[src/rtl/riscv_mem_pkg.sv]
// Shared definitions for the load/store sequencer: funct3 encodings, FSM states,
// completion codes and the request legality checks.
package riscv_mem_pkg;

    localparam logic [2:0] F3_B  = 3'b000;
    localparam logic [2:0] F3_H  = 3'b001;
    localparam logic [2:0] F3_W  = 3'b010;
    localparam logic [2:0] F3_BU = 3'b100;
    localparam logic [2:0] F3_HU = 3'b101;

    localparam logic [1:0] ERR_OK       = 2'b00;
    localparam logic [1:0] ERR_MISALIGN = 2'b01;
    localparam logic [1:0] ERR_FUNCT3   = 2'b10;
    localparam logic [1:0] ERR_TIMEOUT  = 2'b11;

    typedef enum logic [1:0] {
        ST_IDLE   = 2'b00,
        ST_ACCESS = 2'b01,
        ST_RESP   = 2'b10
    } state_t;

    // Unsigned loads have no store counterpart, so they are legal only for loads.
    function automatic logic f3_legal(input logic st, input logic [2:0] f3);
        case (f3)
            F3_B, F3_H, F3_W: f3_legal = 1'b1;
            F3_BU, F3_HU:     f3_legal = ~st;
            default:          f3_legal = 1'b0;
        endcase
    endfunction

    function automatic logic misaligned(input logic [2:0] f3, input logic [1:0] lo);
        case (f3[1:0])
            2'b01:   misaligned = lo[0];
            2'b10:   misaligned = (lo != 2'b00);
            default: misaligned = 1'b0;
        endcase
    endfunction

endpackage

[src/rtl/mem_align.sv]
// Combinational lane logic: store byte enables, store data replication and
// load byte/halfword extraction with sign or zero extension.
module mem_align
    import riscv_mem_pkg::*;
(
    input  logic [2:0]  funct3,
    input  logic [1:0]  addr_lo,
    input  logic [31:0] wdata,
    input  logic [31:0] mem_rdata,
    output logic [3:0]  be,
    output logic [31:0] wdata_rep,
    output logic [31:0] rdata_ext
);

    logic [7:0]  byte_s;
    logic [15:0] half_s;

    // Store lane selection and data replication.
    always_comb begin
        be        = 4'b0000;
        wdata_rep = wdata;
        case (funct3[1:0])
            2'b00: begin
                be        = 4'b0001 << addr_lo;
                wdata_rep = {4{wdata[7:0]}};
            end
            2'b01: begin
                be        = addr_lo[1] ? 4'b1100 : 4'b0011;
                wdata_rep = {2{wdata[15:0]}};
            end
            2'b10: begin
                be        = 4'b1111;
                wdata_rep = wdata;
            end
            default: begin
                be        = 4'b0000;
                wdata_rep = wdata;
            end
        endcase
    end

    // Load lane extraction and extension.
    always_comb begin
        byte_s    = 8'h00;
        rdata_ext = 32'h0000_0000;
        case (addr_lo)
            2'b00:   byte_s = mem_rdata[7:0];
            2'b01:   byte_s = mem_rdata[15:8];
            2'b10:   byte_s = mem_rdata[23:16];
            2'b11:   byte_s = mem_rdata[31:24];
            default: byte_s = 8'h00;
        endcase
        if (addr_lo[1]) begin
            half_s = mem_rdata[31:16];
        end else begin
            half_s = mem_rdata[15:0];
        end
        case (funct3)
            F3_B:    rdata_ext = {{24{byte_s[7]}}, byte_s};
            F3_BU:   rdata_ext = {24'h00_0000, byte_s};
            F3_H:    rdata_ext = {{16{half_s[15]}}, half_s};
            F3_HU:   rdata_ext = {16'h0000, half_s};
            F3_W:    rdata_ext = mem_rdata;
            default: rdata_ext = 32'h0000_0000;
        endcase
    end

endmodule

[src/rtl/mem_access_ctrl.sv]
// Load/store sequencer: validates a memory operation, drives a req/ready access
// with a bounded wait, and reports completion with a one-cycle done pulse.
module mem_access_ctrl
    import riscv_mem_pkg::*;
#(
    parameter int unsigned WAIT_MAX = 255
) (
    input  logic        clk,
    input  logic        rst,
    input  logic        start,
    input  logic        is_store,
    input  logic [2:0]  funct3,
    input  logic [31:0] addr,
    input  logic [31:0] wdata,
    output logic        busy,
    output logic        done,
    output logic [31:0] rdata,
    output logic [1:0]  err_code,
    output logic        mem_req,
    output logic [3:0]  mem_we,
    output logic [31:0] mem_addr,
    output logic [31:0] mem_wdata,
    input  logic        mem_ready,
    input  logic [31:0] mem_rdata
);

    localparam logic [7:0] CNT_LAST = 8'(WAIT_MAX - 1);

    state_t      state_r, state_s;
    logic        is_store_r, is_store_s;
    logic [2:0]  funct3_r, funct3_s;
    logic [1:0]  addr_lo_r, addr_lo_s;
    logic [7:0]  cnt_r, cnt_s;

    logic        busy_s, done_s, mem_req_s;
    logic [31:0] rdata_s, mem_addr_s, mem_wdata_s;
    logic [1:0]  err_s;
    logic [3:0]  mem_we_s;

    logic [2:0]  sel_f3_s;
    logic [1:0]  sel_lo_s;
    logic [3:0]  be_s;
    logic [31:0] wdata_rep_s, rdata_ext_s;

    // In IDLE the lanes are computed from the live request so the outputs are ready next cycle.
    assign sel_f3_s = (state_r == ST_IDLE) ? funct3    : funct3_r;
    assign sel_lo_s = (state_r == ST_IDLE) ? addr[1:0] : addr_lo_r;

    mem_align u_align (
        .funct3    (sel_f3_s),
        .addr_lo   (sel_lo_s),
        .wdata     (wdata),
        .mem_rdata (mem_rdata),
        .be        (be_s),
        .wdata_rep (wdata_rep_s),
        .rdata_ext (rdata_ext_s)
    );

    // Next-state and next-output logic.
    always_comb begin
        state_s     = state_r;
        is_store_s  = is_store_r;
        funct3_s    = funct3_r;
        addr_lo_s   = addr_lo_r;
        cnt_s       = cnt_r;
        busy_s      = 1'b0;
        done_s      = 1'b0;
        rdata_s     = 32'h0000_0000;
        err_s       = ERR_OK;
        mem_req_s   = 1'b0;
        mem_we_s    = 4'b0000;
        mem_addr_s  = mem_addr;
        mem_wdata_s = mem_wdata;
        case (state_r)
            ST_IDLE: begin
                if (start) begin
                    is_store_s = is_store;
                    funct3_s   = funct3;
                    addr_lo_s  = addr[1:0];
                    busy_s     = 1'b1;
                    if (!f3_legal(is_store, funct3)) begin
                        state_s = ST_RESP;
                        done_s  = 1'b1;
                        err_s   = ERR_FUNCT3;
                    end else if (misaligned(funct3, addr[1:0])) begin
                        state_s = ST_RESP;
                        done_s  = 1'b1;
                        err_s   = ERR_MISALIGN;
                    end else begin
                        state_s    = ST_ACCESS;
                        cnt_s      = 8'd0;
                        mem_req_s  = 1'b1;
                        mem_addr_s = {addr[31:2], 2'b00};
                        if (is_store) begin
                            mem_we_s    = be_s;
                            mem_wdata_s = wdata_rep_s;
                        end else begin
                            mem_we_s    = 4'b0000;
                            mem_wdata_s = 32'h0000_0000;
                        end
                    end
                end else begin
                    state_s = ST_IDLE;
                end
            end
            ST_ACCESS: begin
                busy_s = 1'b1;
                if (mem_ready) begin
                    state_s = ST_RESP;
                    done_s  = 1'b1;
                    if (is_store_r) begin
                        rdata_s = 32'h0000_0000;
                    end else begin
                        rdata_s = rdata_ext_s;
                    end
                end else if (cnt_r == CNT_LAST) begin
                    state_s = ST_RESP;
                    done_s  = 1'b1;
                    err_s   = ERR_TIMEOUT;
                end else begin
                    cnt_s     = cnt_r + 8'd1;
                    mem_req_s = 1'b1;
                    mem_we_s  = mem_we;
                end
            end
            ST_RESP: begin
                state_s = ST_IDLE;
            end
            default: begin
                state_s = ST_IDLE;
            end
        endcase
    end

    // State, request latches and registered outputs.
    always_ff @(posedge clk or posedge rst) begin
        if (rst) begin
            state_r    <= ST_IDLE;
            is_store_r <= 1'b0;
            funct3_r   <= 3'b000;
            addr_lo_r  <= 2'b00;
            cnt_r      <= 8'd0;
            busy       <= 1'b0;
            done       <= 1'b0;
            rdata      <= 32'h0000_0000;
            err_code   <= ERR_OK;
            mem_req    <= 1'b0;
            mem_we     <= 4'b0000;
            mem_addr   <= 32'h0000_0000;
            mem_wdata  <= 32'h0000_0000;
        end else begin
            state_r    <= state_s;
            is_store_r <= is_store_s;
            funct3_r   <= funct3_s;
            addr_lo_r  <= addr_lo_s;
            cnt_r      <= cnt_s;
            busy       <= busy_s;
            done       <= done_s;
            rdata      <= rdata_s;
            err_code   <= err_s;
            mem_req    <= mem_req_s;
            mem_we     <= mem_we_s;
            mem_addr   <= mem_addr_s;
            mem_wdata  <= mem_wdata_s;
        end
    end

endmodule

[config.mk]
export PLATFORM = sky130hd
export DESIGN_NAME = mem_access_ctrl
export DESIGN_NICKNAME = d
export VERILOG_FILES = /design/src/rtl/riscv_mem_pkg.sv /design/src/rtl/mem_align.sv /design/src/rtl/mem_access_ctrl.sv
export SDC_FILE = /design/constraint.sdc
export NUM_CORES = 1
export LEC_CHECK = 0
export BUFFER_PORTS_ARGS = -buffer_cell sky130_fd_sc_hd__buf_2
export CAP_MARGIN = 20
export CORE_MARGIN = 10
export CORE_UTILIZATION = 45
export DETAILED_ROUTE_END_ITERATION = 7
export PLACE_DENSITY = 0.77
export REMOVE_ABC_BUFFERS = 1
export SLEW_MARGIN = 20
export SYNTH_ARGS = -nofsm -noshare
export SYNTH_HDL_FRONTEND = slang
export SYNTH_SLANG_ARGS = --single-unit
[constraint.sdc]
create_clock -name clk -period 3.1 [get_ports clk]
set_input_delay 0.155 -clock clk [delete_from_list [all_inputs] [get_ports clk]]
set_output_delay 0.155 -clock clk [all_outputs]
set_load 0.1 [all_outputs]
; ---- After elaboration in Yosys (flattened, before gate mapping)
; Index checks and enable logic that the tools add are counted.
[classes]
n_eq_ne = 23
addsub = 1
n_bitwise = 2
mux = 58
n_reduce_logical = 12
shift = 1
[ops]
columns = op, n
row1 = case mux 32 bit (5 select lines), 1
row2 = 2-to-1 mux 32 bit, 4
row3 = case mux 32 bit (2 select lines), 1
row4 = 2-to-1 mux 8 bit, 5
row5 = case mux 8 bit (4 select lines), 1
row6 = 2-to-1 mux 4 bit, 7
row7 = 2-to-1 mux 2 bit, 10
row8 = 2-to-1 mux 1 bit, 17
row9 = 2-to-1 mux 16 bit, 1
row10 = case mux 8 bit (2 select lines), 1
row11 = equality test 3 bit (second input constant), 4
row12 = case mux 4 bit (3 select lines), 1
row13 = case mux 1 bit (2 select lines), 5
row14 = adder 8 x 1 -> 8 bit (second input constant), 1
row15 = equality test 2 x 1 -> 1 bit (second input constant), 4
row16 = equality test 2 bit (second input constant), 4
row17 = equality test 8 bit (second input constant), 1
row18 = inequality test 2 bit (second input constant), 4
row19 = case mux 2 bit (2 select lines), 2
row20 = case mux 4 bit (2 select lines), 1
row21 = equality test 3 x 1 -> 1 bit (second input constant), 2
row22 = equality test 3 x 2 -> 1 bit (second input constant), 2
row23 = logical NOT 2 bit, 3
row24 = logical NOT 3 bit, 2
row25 = 11 further kinds, 13
[totals]
output_inout_bits = 105
inputBits = 104
register_bits = 119
wordCells = 110

; ---- Logic depth before layout (Yosys ltp)
; Gate-level depths: netlist (run 1).
[depth]
ltp_word = 12
ltp_mapped = 9

; ---- By module
; Synthesis (run 1) repeated with hierarchy kept, for this count alone.
[hier_totals]
cells_unflattened = 551
hier_area_um2 = 6013.3
[by_module_without_submodules]
columns = mod, seq_area_each_um2, area_each_um2, n_inst, cells_each
row1 = mem_access_ctrl, 2977.9, 4842.1, 1, 386
row2 = mem_align, 0.0, 1171.1, 1, 165

; ---- Worst setup path before layout (run 1)
; Ideal clock, no wire load.
[synth_path]
path_type = flip-flop to flip-flop
startpoint = reg state_r[0]
endpoint = reg rdata[19]
t_required_ns = 2.962
setup_ns = 0.138
n_path_buf = 2
period_less_slack_ns = 1.989
t_arrival_ns = 1.851
path_slack_ns = 1.111
path_stages_with_launch = 8
path_cell_list = dfrtp_1 -> buf_6 -> or3b_1 -> nand2_1 -> mux2_2 -> a22oi_4 -> buf_6 -> a21oi_1
[synth_via]
elab_chain_cells = 8
[synth_lines]
columns = element, line
row1 = from (decl), mem_access_ctrl.sv:29  ; state_t state_r, state_s;
row2 = from (signal assigned), mem_access_ctrl.sv:152  ; state_r <= state_s;
row3 = logical NOT 2 bit, "mem_access_ctrl.sv:46, mem_access_ctrl.sv:47"
row4 = 2-to-1 mux 2 bit, mem_access_ctrl.sv:47  ; assign sel_lo_s = (state_r == ST_IDLE) ? addr[1:0] : addr_lo_r;
row5 = equality test 2 bit (tied with other cells), mem_align.sv:46  ; case (addr_lo)
row6 = case mux 8 bit (4 select lines), mem_align.sv:46
row7 = case mux 32 bit (5 select lines), mem_align.sv:58  ; case (funct3)
row8 = 2-to-1 mux 32 bit, mem_access_ctrl.sv:111  ; if (is_store_r) begin
row9 = 2-to-1 mux 32 bit, mem_access_ctrl.sv:108  ; if (mem_ready) begin
row10 = 2-to-1 mux 32 bit (*), mem_access_ctrl.sv:74  ; case (state_r)
row11 = named net rdata_s[19], mem_access_ctrl.sv:36  ; logic [31:0] rdata_s, mem_addr_s, mem_wdata_s;
row12 = to (signal assigned), mem_access_ctrl.sv:159  ; rdata <= rdata_s;
row13 = to (decl), mem_access_ctrl.sv:17  ; output logic [31:0] rdata,
; Mark *: on every way through the listed nets, which the timed path passes. The rest lies on a longest branch.
; A chain may end at the register's enable or synchronous reset.

; ---- Worst setup path after layout (run 1)
[layout_path]
startpoint = reg state_r[0]
endpoint = reg rdata[8]
; Same word-level chain as after synthesis.

==> impl_metrics.env, run 1 <==
export IMPL_wl_per_cell_um=18.4
export IMPL_yosysWarningCount=0
export IMPL_required_ps=3420
export IMPL_cts_sinks=119
export IMPL_slowest_delay_ps=690
export IMPL_finalCritPeriodShare=0.806
export IMPL_r2r_start="state_r[0]"
export IMPL_dieArea_um2=17300
export IMPL_multi_input_area_um2=2410
export IMPL_cap_violations=0
export IMPL_cts_setup_buffers=0
export IMPL_holdPathEnd="mem_wdata[5]"
export IMPL_cp_slowest_cell="nor2_1"
export IMPL_r2r_slack_ps=600
export IMPL_cts_root_buf="clkbuf_16"
export IMPL_hold_path_class="primary input to flip-flop"
export IMPL_final_nets=937
export IMPL_tritoncts_num_buffers=17
export IMPL_grt_usage=0.214
export IMPL_ys_seq_area_frac=0.532
export IMPL_min_from="wdata[5]"
export IMPL_crit_fanout=19
export IMPL_firstDrtPassIters=6
export IMPL_drtIter0Drc=454
export IMPL_synth_edf_count=0
export IMPL_endpoint_kind="flip-flop"
export IMPL_clk_pin_slew_ps=60
export IMPL_overflow=0
export IMPL_viasPerCell=5.31
export IMPL_ys_seq_elements=119
export IMPL_pin_count=209
export IMPL_synthesis_area_um2=5590
export IMPL_antenna_found_initial=2
export IMPL_cp_arrival_ps=2820
export IMPL_nFillCells=1026
export IMPL_die_h_um=131
export IMPL_critPathKind="flip-flop to flip-flop"
export IMPL_synth_flop_cell="dfrtp_1"
export IMPL_hold_depth=3
export IMPL_max_freq_ghz=0.400
export IMPL_grt_pass1_wl_mm=30.1
export IMPL_hold_viol_final=0
export IMPL_areaGrowthSynthToFinish_pct=38.8
export IMPL_ant_nets=0
export IMPL_p_per_area_nw_per_um2=1080
export IMPL_clock_path_buffers=2
export IMPL_grt_setup_unrepaired="false"
export IMPL_cp_top_family="simple AND/OR/NAND/NOR gates"
export IMPL_min_period_ps=2500
export IMPL_final_core_util=0.641
export IMPL_total_leakage_power_nw=4.11
export IMPL_dr_total_vias=5364
export IMPL_syn_area_per_cell_um2=9.53
export IMPL_wl_mm=18.6
export IMPL_clk_latency_ps=410
export IMPL_drc=0
export IMPL_grt_pass1_vias=5687
export IMPL_outcome="completed"
export IMPL_fin_ws_ps=602
export IMPL_start_kind="flip-flop"
export IMPL_drive_gt1_frac=0.330
export IMPL_cts_tree="built"
export IMPL_start_util=0.462
export IMPL_ys_async_sr_fraction=1.00
export IMPL_ys_types=59
export IMPL_netlist_instances=587
export IMPL_core_um2=12100
export IMPL_htree_levels=4
export IMPL_skew_ps=6.06
export IMPL_slew_violations=0
export IMPL_worst_path_buf_inv=0
export IMPL_slew_headroom=0.447
export IMPL_holdWs_ps=14.7
export IMPL_num_rows=40
export IMPL_port_buffers=206
export IMPL_hpwl_mm=13.3
export IMPL_grt_max_degree=80
export IMPL_peakVddDrop_mv=0.684
export IMPL_post_place_ws_ps=733
export IMPL_tightest_slew_ps=826
export IMPL_setup_violations=0
export IMPL_regArea_um2=2980
export IMPL_r2r_end="rdata[8]"
export IMPL_reg2regPathDepth=5
export IMPL_place_congestion=0.920
export IMPL_die_w_um=131
export IMPL_cp_cell_sequence="or3b_1 -> and2_1 -> nor2_1 -> a22oi_1 -> a21oi_1"
[cells in the final DEF, fill, tap and decap left out, drive strengths merged, types with 4 or more instances in the layout]
cell	netlist	routed
o21ai	21	21
clkbuf	11	24
a22oi	13	13
dlygate4sd3	0	41
nand2	159	159
ha	5	5
nand3	21	21
and2	5	5
dfrtp	119	119
a22o	16	16
inv	9	9
a2bb2oi	4	4
a21boi	9	9
buf	26	217
o22ai	4	4
mux2	15	15
a21oi	42	42
mux2i	16	16
nor2	45	45
[cell usage after synthesis, drive strengths merged (3+ instances only)]
cell / instances / area [um^2]
nand2: 159 / 597
dfrtp: 119 / 2980
nor2: 45 / 171
a21oi: 42 / 218
buf: 26 / 150
nand3: 21 / 105
o21ai: 21 / 105
a22o: 16 / 140
mux2i: 16 / 160
mux2: 15 / 169
a22oi: 13 / 111
clkbuf: 11 / 41.3
a21boi: 9 / 78.8
inv: 9 / 33.8
and2: 5 / 31.3
ha: 5 / 62.6
a2bb2oi: 4 / 35.0
o22ai: 4 / 31.3
a211o: 3 / 26.3
nand4: 3 / 18.8
nor4b: 3 / 26.3
xor2: 3 / 26.3
[how the worst max path moves through the flow]
stage | from | end | slack [ps] | depth (start not counted)
CTS | state_r[0] | rdata[8] | 710 | 5
global placement | state_r[0] | rdata[10] | 840 | 5
global route | state_r[0] | rdata[11] | 500 | 5
finish | state_r[0] | rdata[8] | 600 | 5
floorplan | rst | addr_lo_r[0] | -210 | 1
detailed placement | state_r[0] | rdata[8] | 730 | 5
[per-stage QoR]
stage	total power [W]	setup TNS (ps)	cells	area, um^2
floorplan	0.00559	-27430	551	5410
global placement	0.00638	0	936	6770
detailed placement	0.00644	0	936	6770
CTS	0.00841	0	1008	7760
global route	0.00871	0	1010	7770
finish	0.00836	0	1010	7770
[registers in the layout (all words and copies together) (netlist names), 2 cells and up]
| name | count |
|---|---|
| mem_wdata | 32 |
| rdata | 32 |
| mem_addr | 30 |
| cnt_r | 8 |
| mem_we | 4 |
| funct3_r | 3 |
| addr_lo_r | 2 |
| err_code | 2 |
| state_r | 2 |
[area by class of cell]
type                       instances  area share
timing repair buffer             258       0.199
sequential                       119       0.383
multi-input combinational        423       0.310
clock buffer                      24      0.0659
tap                              168      0.0271
antenna                            2    0.000644
inverter                           9     0.00467
clock inverter                     7     0.00870
[power breakdown]
part | total, W | internal, W | switching [W] | leakage [nW]
registers | 0.00220 | 0.00194 | 0.000259 | 1.57
logic | 0.00428 | 0.000775 | 0.00350 | 2.26
clock network | 0.00189 | 0.00122 | 0.000671 | 0.280
total | 0.00836 | 0.00393 | 0.00443 | 4.11
[cells by family after synthesis]
logic type      count (synthesis)  share of synthesized area
buf+inv                        46                     0.0403
xor+xnor                        3                    0.00470
simple gates                  253                      0.191
flops                         119                      0.532
fa+ha+maj                       5                     0.0112
mux                            31                     0.0588
compound gates                129                      0.161
other cells                     1                   0.000670
[worst reg2reg max path: cells and delay by family, from the launching register on]
kind | cells | cell delay (ps)
simple gates | 3 | 1470
flops | 1 | 570
compound gates | 2 | 380
[per-layer routing]
metal  track usage  wire [um]
met1         0.249       7450
met2         0.343       8820
met3        0.0789       1630
met4        0.0989        660
met5             0          0
[repair_timing]
item,CTS,global route
endpoints found under the hold margin,80,0
hold buffers,41,0
gates resized for setup,0,0
(Power assumes the default switching activity.)
==> run 2, diff against run 1 <==
CORE_UTILIZATION = 50   (was 45)
PLACE_DENSITY = 0.81   (was 0.77)
clock period = 2.6 ns   (was 3.1 ns; I/O delays follow)
==> run 2 against run 1 <==
Against the previous run:
- final cell count increased by 3.4%
- die area decreased by 8.5%
- clock skew increased by 6.1 ps
- setup slack got worse by 430 ps
- largest cell class unchanged
- largest power group unchanged
- highest routed layer unchanged
==> impl_metrics.env, run 2 (same netlist as run 1, synthesis figures left out) <==
export IMPL_hpwl_mm=13.0
export IMPL_start_util=0.514
export IMPL_dr_total_vias=5762
export IMPL_skew_ps=12.1
export IMPL_core_um2=10900
export IMPL_max_freq_ghz=0.412
export IMPL_total_leakage_power_nw=4.37
export IMPL_reg2regPathDepth=7
export IMPL_slew_violations=0
export IMPL_finalCritPeriodShare=0.933
export IMPL_hold_path_class="primary input to flip-flop"
export IMPL_holdPathEnd="mem_wdata[8]"
export IMPL_endpoint_kind="flip-flop"
export IMPL_wl_per_cell_um=19.0
export IMPL_r2r_end="rdata[14]"
export IMPL_grt_max_degree=82
export IMPL_cts_sinks=119
export IMPL_critPathKind="flip-flop to flip-flop"
export IMPL_wl_met2_mm=9.91
export IMPL_firstDrtPassIters=6
export IMPL_crit_fanout=19
export IMPL_nFillCells=717
export IMPL_start_kind="flip-flop"
export IMPL_grt_usage=0.240
export IMPL_pin_count=209
export IMPL_outcome="completed"
export IMPL_wl_mm=19.8
export IMPL_port_buffers=206
export IMPL_mostFrequentLayoutCells="buf_2, nand2_1, dfrtp_1, dlygate4sd3_1, nor2_1"
export IMPL_min_from="wdata[8]"
export IMPL_final_core_util=0.769
export IMPL_r2r_slack_ps=170
export IMPL_drc=0
export IMPL_setup_violations=0
export IMPL_cp_arrival_ps=2800
export IMPL_hold_depth=4
export IMPL_layout_commonest_cell="buf_2"
export IMPL_grt_pass1_vias=6175
export IMPL_top_regs="mem_wdata: 32 flops, rdata: 32 flops, mem_addr: 30 flops"
export IMPL_dieArea_um2=15800
export IMPL_areaGrowthSynthToFinish_pct=49.6
export IMPL_grt_pass1_wl_mm=31.3
export IMPL_clk_latency_ps=510
export IMPL_cts_root_buf="clkbuf_8"
export IMPL_grt_setup_unrepaired="false"
export IMPL_drtIter0Drc=591
export IMPL_cap_violations=0
export IMPL_final_nets=998
export IMPL_wl_met1_mm=7.28
export IMPL_tightest_slew_ps=765
export IMPL_power_w=0.0102
export IMPL_r2r_start="state_r[0]"
export IMPL_die_w_um=126
export IMPL_overflow=0
export IMPL_ant_nets=0
export IMPL_num_rows=38
export IMPL_hold_viol_final=0
export IMPL_drive_gt1_frac=0.314
export IMPL_htree_levels=4
export IMPL_clock_path_buffers=2
export IMPL_wl_met3_mm=1.92
export IMPL_slew_headroom=0.483
export IMPL_die_h_um=126
export IMPL_tritoncts_num_buffers=17
export IMPL_place_congestion=0.910
export IMPL_peakVddDrop_mv=1.13
export IMPL_viasPerCell=5.52
export IMPL_clk_pin_slew_ps=60
export IMPL_min_period_ps=2430
export IMPL_antenna_found_initial=2
export IMPL_final_cells=1044
export IMPL_placedCellCount=911
export IMPL_highest_layer="met4"
export IMPL_p_per_area_nw_per_um2=1220
export IMPL_required_ps=2980
export IMPL_cts_tree="built"
==> run 2: cell types whose count changed in the layout (fill, tap and decap cells not counted), sizes merged <==
cell / before / now
clkinvlp: 3 / 2
dlygate4sd3: 41 / 99
buf: 217 / 220
bufinv: 1 / 3
clkinv: 3 / 2
clkbuf: 24 / 25
==> run 2: where the power goes <==
| part | switching, W | leakage (nW) | internal [W] |
|---|---|---|---|
| registers | 0.000309 | 1.57 | 0.00231 |
| clock network | 0.000811 | 0.294 | 0.00159 |
| logic | 0.00423 | 2.51 | 0.00101 |
| total | 0.00535 | 4.37 | 0.00490 |
==> run 2: how the worst max path moves through the flow <==
stage | cells past startpoint | to | start | slack [ps]
global route | 7 | rdata[14] | state_r[0] | 60
CTS | 7 | rdata[14] | state_r[1] | 60
global placement | 5 | rdata[21] | state_r[0] | 340
floorplan | 5 | cnt_r[1] | state_r[0] | -710
detailed placement | 5 | rdata[24] | state_r[0] | 250
finish | 7 | rdata[14] | state_r[0] | 170
==> run 2: worst max-delay path: stages (launching register included) <==
cell           delay (ps)
dfrtp_2               510
or3b_1                440
nand2_1               230
o22ai_2                90
buf_4                 200
a22oi_1               180
dlygate4sd3_1         560
a21oi_1                60
==> run 2: stage by stage <==
step / setup slack [ps] / cell area [um^2] / TNS (ps) / hold slack [ps]
after floorplan: -711 / 5410 / -111580 / 235
after global placement: 345 / 6760 / 0 / 202
after detailed placement: 254 / 6760 / 0 / 211
after CTS: 63.4 / 8360 / 0 / 0.208
after global routing: 56.6 / 8370 / 0 / 5.30
final: 174 / 8370 / 0 / 17.0
==> run 2: final cells by class <==
class                           instances  area (um^2)  share of cell area
Antenna cell                            2         5.00            0.000598
Sequential cell                       119         2980               0.356
Clock inverter                          7          115              0.0138
Multi-Input combinational cell        423         2410               0.288
Tap cell                              140          175              0.0209
Inverter                                9         36.3             0.00433
Clock buffer                           25          494              0.0590
Timing Repair Buffer                  319         2150               0.257
==> run 2: timing repair <==
action                                  CTS  global route
setup buffers                             0             0
hold endpoints to repair                140             0
hold buffers                             99             0
endpoints found under the setup margin    0             1
resized for setup                         0             5
==> run 2: per-layer routing <==
| layer | global-route usage | vias up |
|---|---|---|
| met2 | 0.412 | 339 |
| met5 | 0 | - |
| met3 | 0.0860 | 51 |
| met1 | 0.257 | 2750 |
| met4 | 0.123 | 0 |
| li1 | - | 2622 |
==> run 3, diff against run 2 <==
SETUP_SLACK_MARGIN = 0.3   (was default)
==> run 3 against run 2 <==
Against the previous run:
- clock skew about the same
- final cell count unchanged
- hold slack worse by 7.6 ps
- sequential power about the same
- highest routed layer unchanged
- setup slack better by 240 ps
- wire length up 0.32%
- flip-flop and latch count unchanged
- total power up 0.17%
- fmax up 11%
- sequential share of layout area about the same
==> impl_metrics.env, run 3 (same netlist as run 1, synthesis figures left out) <==
export IMPL_crit_fanout=19
export IMPL_slew_violations=0
export IMPL_final_core_util=0.769
export IMPL_worst_path_buf_inv=1
export IMPL_cp_slowest_cell="dfrtp_2"
export IMPL_swShare=0.522
export IMPL_tightest_slew_ps=753
export IMPL_tritoncts_num_buffers=17
export IMPL_port_buffers=206
export IMPL_wl_mm=19.9
export IMPL_skew_ps=11.9
export IMPL_required_ps=3010
export IMPL_min_period_ps=2190
export IMPL_grt_pass1_wl_mm=31.5
export IMPL_place_congestion=0.910
export IMPL_cp_arrival_ps=2600
export IMPL_highest_layer="met4"
export IMPL_cp_top_family="compound AO/OA/AOI/OAI gates"
export IMPL_core_um2=10900
export IMPL_wl_met3_mm=1.99
export IMPL_r2r_slack_ps=410
export IMPL_comb_power_share=0.511
export IMPL_endpoint_kind="flip-flop"
export IMPL_wl_met2_mm=10.0
export IMPL_p_per_area_nw_per_um2=1230
export IMPL_clk_pin_slew_ps=60
export IMPL_r2r_end="rdata[26]"
export IMPL_reg2regPathDepth=6
export IMPL_cap_violations=0
export IMPL_start_util=0.514
export IMPL_seqPwrFrac=0.255
export IMPL_final_cells=1044
export IMPL_slew_headroom=0.491
export IMPL_hpwl_mm=13.0
export IMPL_start_kind="flip-flop"
export IMPL_clk_latency_ps=520
export IMPL_top_regs="mem_wdata: 32 flops, rdata: 32 flops, mem_addr: 30 flops"
export IMPL_slowest_delay_ps=510
export IMPL_die_h_um=126
export IMPL_hold_depth=4
export IMPL_viasPerCell=5.53
export IMPL_final_nets=998
export IMPL_r2r_start="state_r[0]"
export IMPL_antenna_found_initial=2
export IMPL_power_share_clock=0.234
export IMPL_drc=0
export IMPL_setup_violations=0
export IMPL_cp_startpoint="state_r[0]"
export IMPL_cp_cell_sequence="or2_1 -> a31oi_1 -> o221a_2 -> a22oi_4 -> buf_12 -> a21oi_1"
export IMPL_fin_area_um2=8380
export IMPL_pin_count=209
export IMPL_drtIter0Drc=591
export IMPL_cts_tree="built"
export IMPL_power_w=0.0103
export IMPL_hold_path_class="primary input to flip-flop"
export IMPL_drive_gt1_frac=0.313
export IMPL_grt_max_degree=82
export IMPL_switching_power_w=0.00536
export IMPL_dpl_instance_area_um2=6760
export IMPL_cts_sinks=119
export IMPL_peakVddDrop_mv=1.13
export IMPL_clock_path_buffers=2
export IMPL_cp_depth=6
export IMPL_areaGrowthSynthToFinish_pct=49.7
export IMPL_dr_total_vias=5775
export IMPL_mostFrequentLayoutCells="buf_2, nand2_1, dfrtp_1, dlygate4sd3_1, nor2_1"
export IMPL_layout_commonest_cell="buf_2"
export IMPL_wl_met1_mm=7.17
export IMPL_min_from="wdata[8]"
export IMPL_overflow=0
export IMPL_dieArea_um2=15800
export IMPL_die_w_um=126
export IMPL_cts_root_buf="clkbuf_8"
export IMPL_total_leakage_power_nw=4.38
export IMPL_ant_nets=0
export IMPL_finalCritPeriodShare=0.842
export IMPL_firstDrtPassIters=5
export IMPL_hold_viol_final=0
export IMPL_outcome="completed"
export IMPL_p_int_w=0.00491
export IMPL_max_freq_ghz=0.457
export IMPL_placedCellCount=911
export IMPL_critPathKind="flip-flop to flip-flop"
export IMPL_grt_setup_unrepaired="false"
export IMPL_grt_pass1_vias=6191
export IMPL_htree_levels=4
export IMPL_holdPathEnd="mem_wdata[8]"
export IMPL_grt_usage=0.242
export IMPL_wl_per_cell_um=19.0
export IMPL_num_rows=38
[run 3: changes by cell type in the layout (fill, tap and decap cells not counted)]
cell           change
and2_1             +1
and2_2             -1
buf_12             +1
dlygate4sd3_1      -1
or2_1              +1
or2_4              -1
[run 3: power by group through the flow]
stage / Clock, W / Sequential [W] / Combinational (W)
after floorplan: 0 / 0.00560 / 0.00106
after global placement: 0 / 0.00261 / 0.00498
after detailed placement: 0 / 0.00262 / 0.00507
after CTS: 0.00242 / 0.00260 / 0.00521
after global routing: 0.00251 / 0.00267 / 0.00547
final: 0.00240 / 0.00262 / 0.00525
[run 3: area by class of cell]
class	count	area (um^2)
inverters	9	36.3
clock inverters	7	115
diodes	2	5.00
repair buffers	319	2160
multi-input cells	423	2410
fillers	709	2510
well taps	140	175
flip-flops and latches	119	2980
clock buffers	25	494
[run 3: per-stage QoR]
| step | hold WS, ps | setup TNS [ps] | setup WS, ps |
|---|---|---|---|
| after floorplan | 235 | -111580 | -711 |
| after global placement | 202 | 0 | 345 |
| after detailed placement | 211 | 0 | 254 |
| after CTS | 0.208 | 0 | 380 |
| after global routing | 14.8 | 0 | 315 |
| final | 9.43 | 0 | 411 |
[run 3: what timing repair did]
item                                   in CTS  in global routing
setup endpoints to repair                  14                 42
setup buffers                               1                  0
pin swaps                                   1                  0
endpoints found under the hold margin     140                  0
hold buffers                               98                  0
cloned                                      0                  0
resized for setup                           0                  3
[run 3: worst max path at each step]
stage | end | slack [ps]
6_report | rdata[26] | 410
5_1_grt | rdata[8] | 320
4_1_cts | mem_wdata[29] | 380
3_5_place_dp | rdata[24] | 250
3_3_place_gp | rdata[21] | 340
2_1_floorplan | cnt_r[1] | -710
[run 3: per-layer routing]
metal  global-route usage  vias up
met2                0.419      342
li1                     -     2623
met5                    0        -
met1                0.257     2757
met3               0.0881       53
met4                0.115        0
[run 3: worst register-to-register path, stage by stage (launching register included)]
cell	delay, ps
dfrtp_2	510
or2_1	400
a31oi_1	420
o221a_2	320
a22oi_4	90
buf_12	160
a21oi_1	200
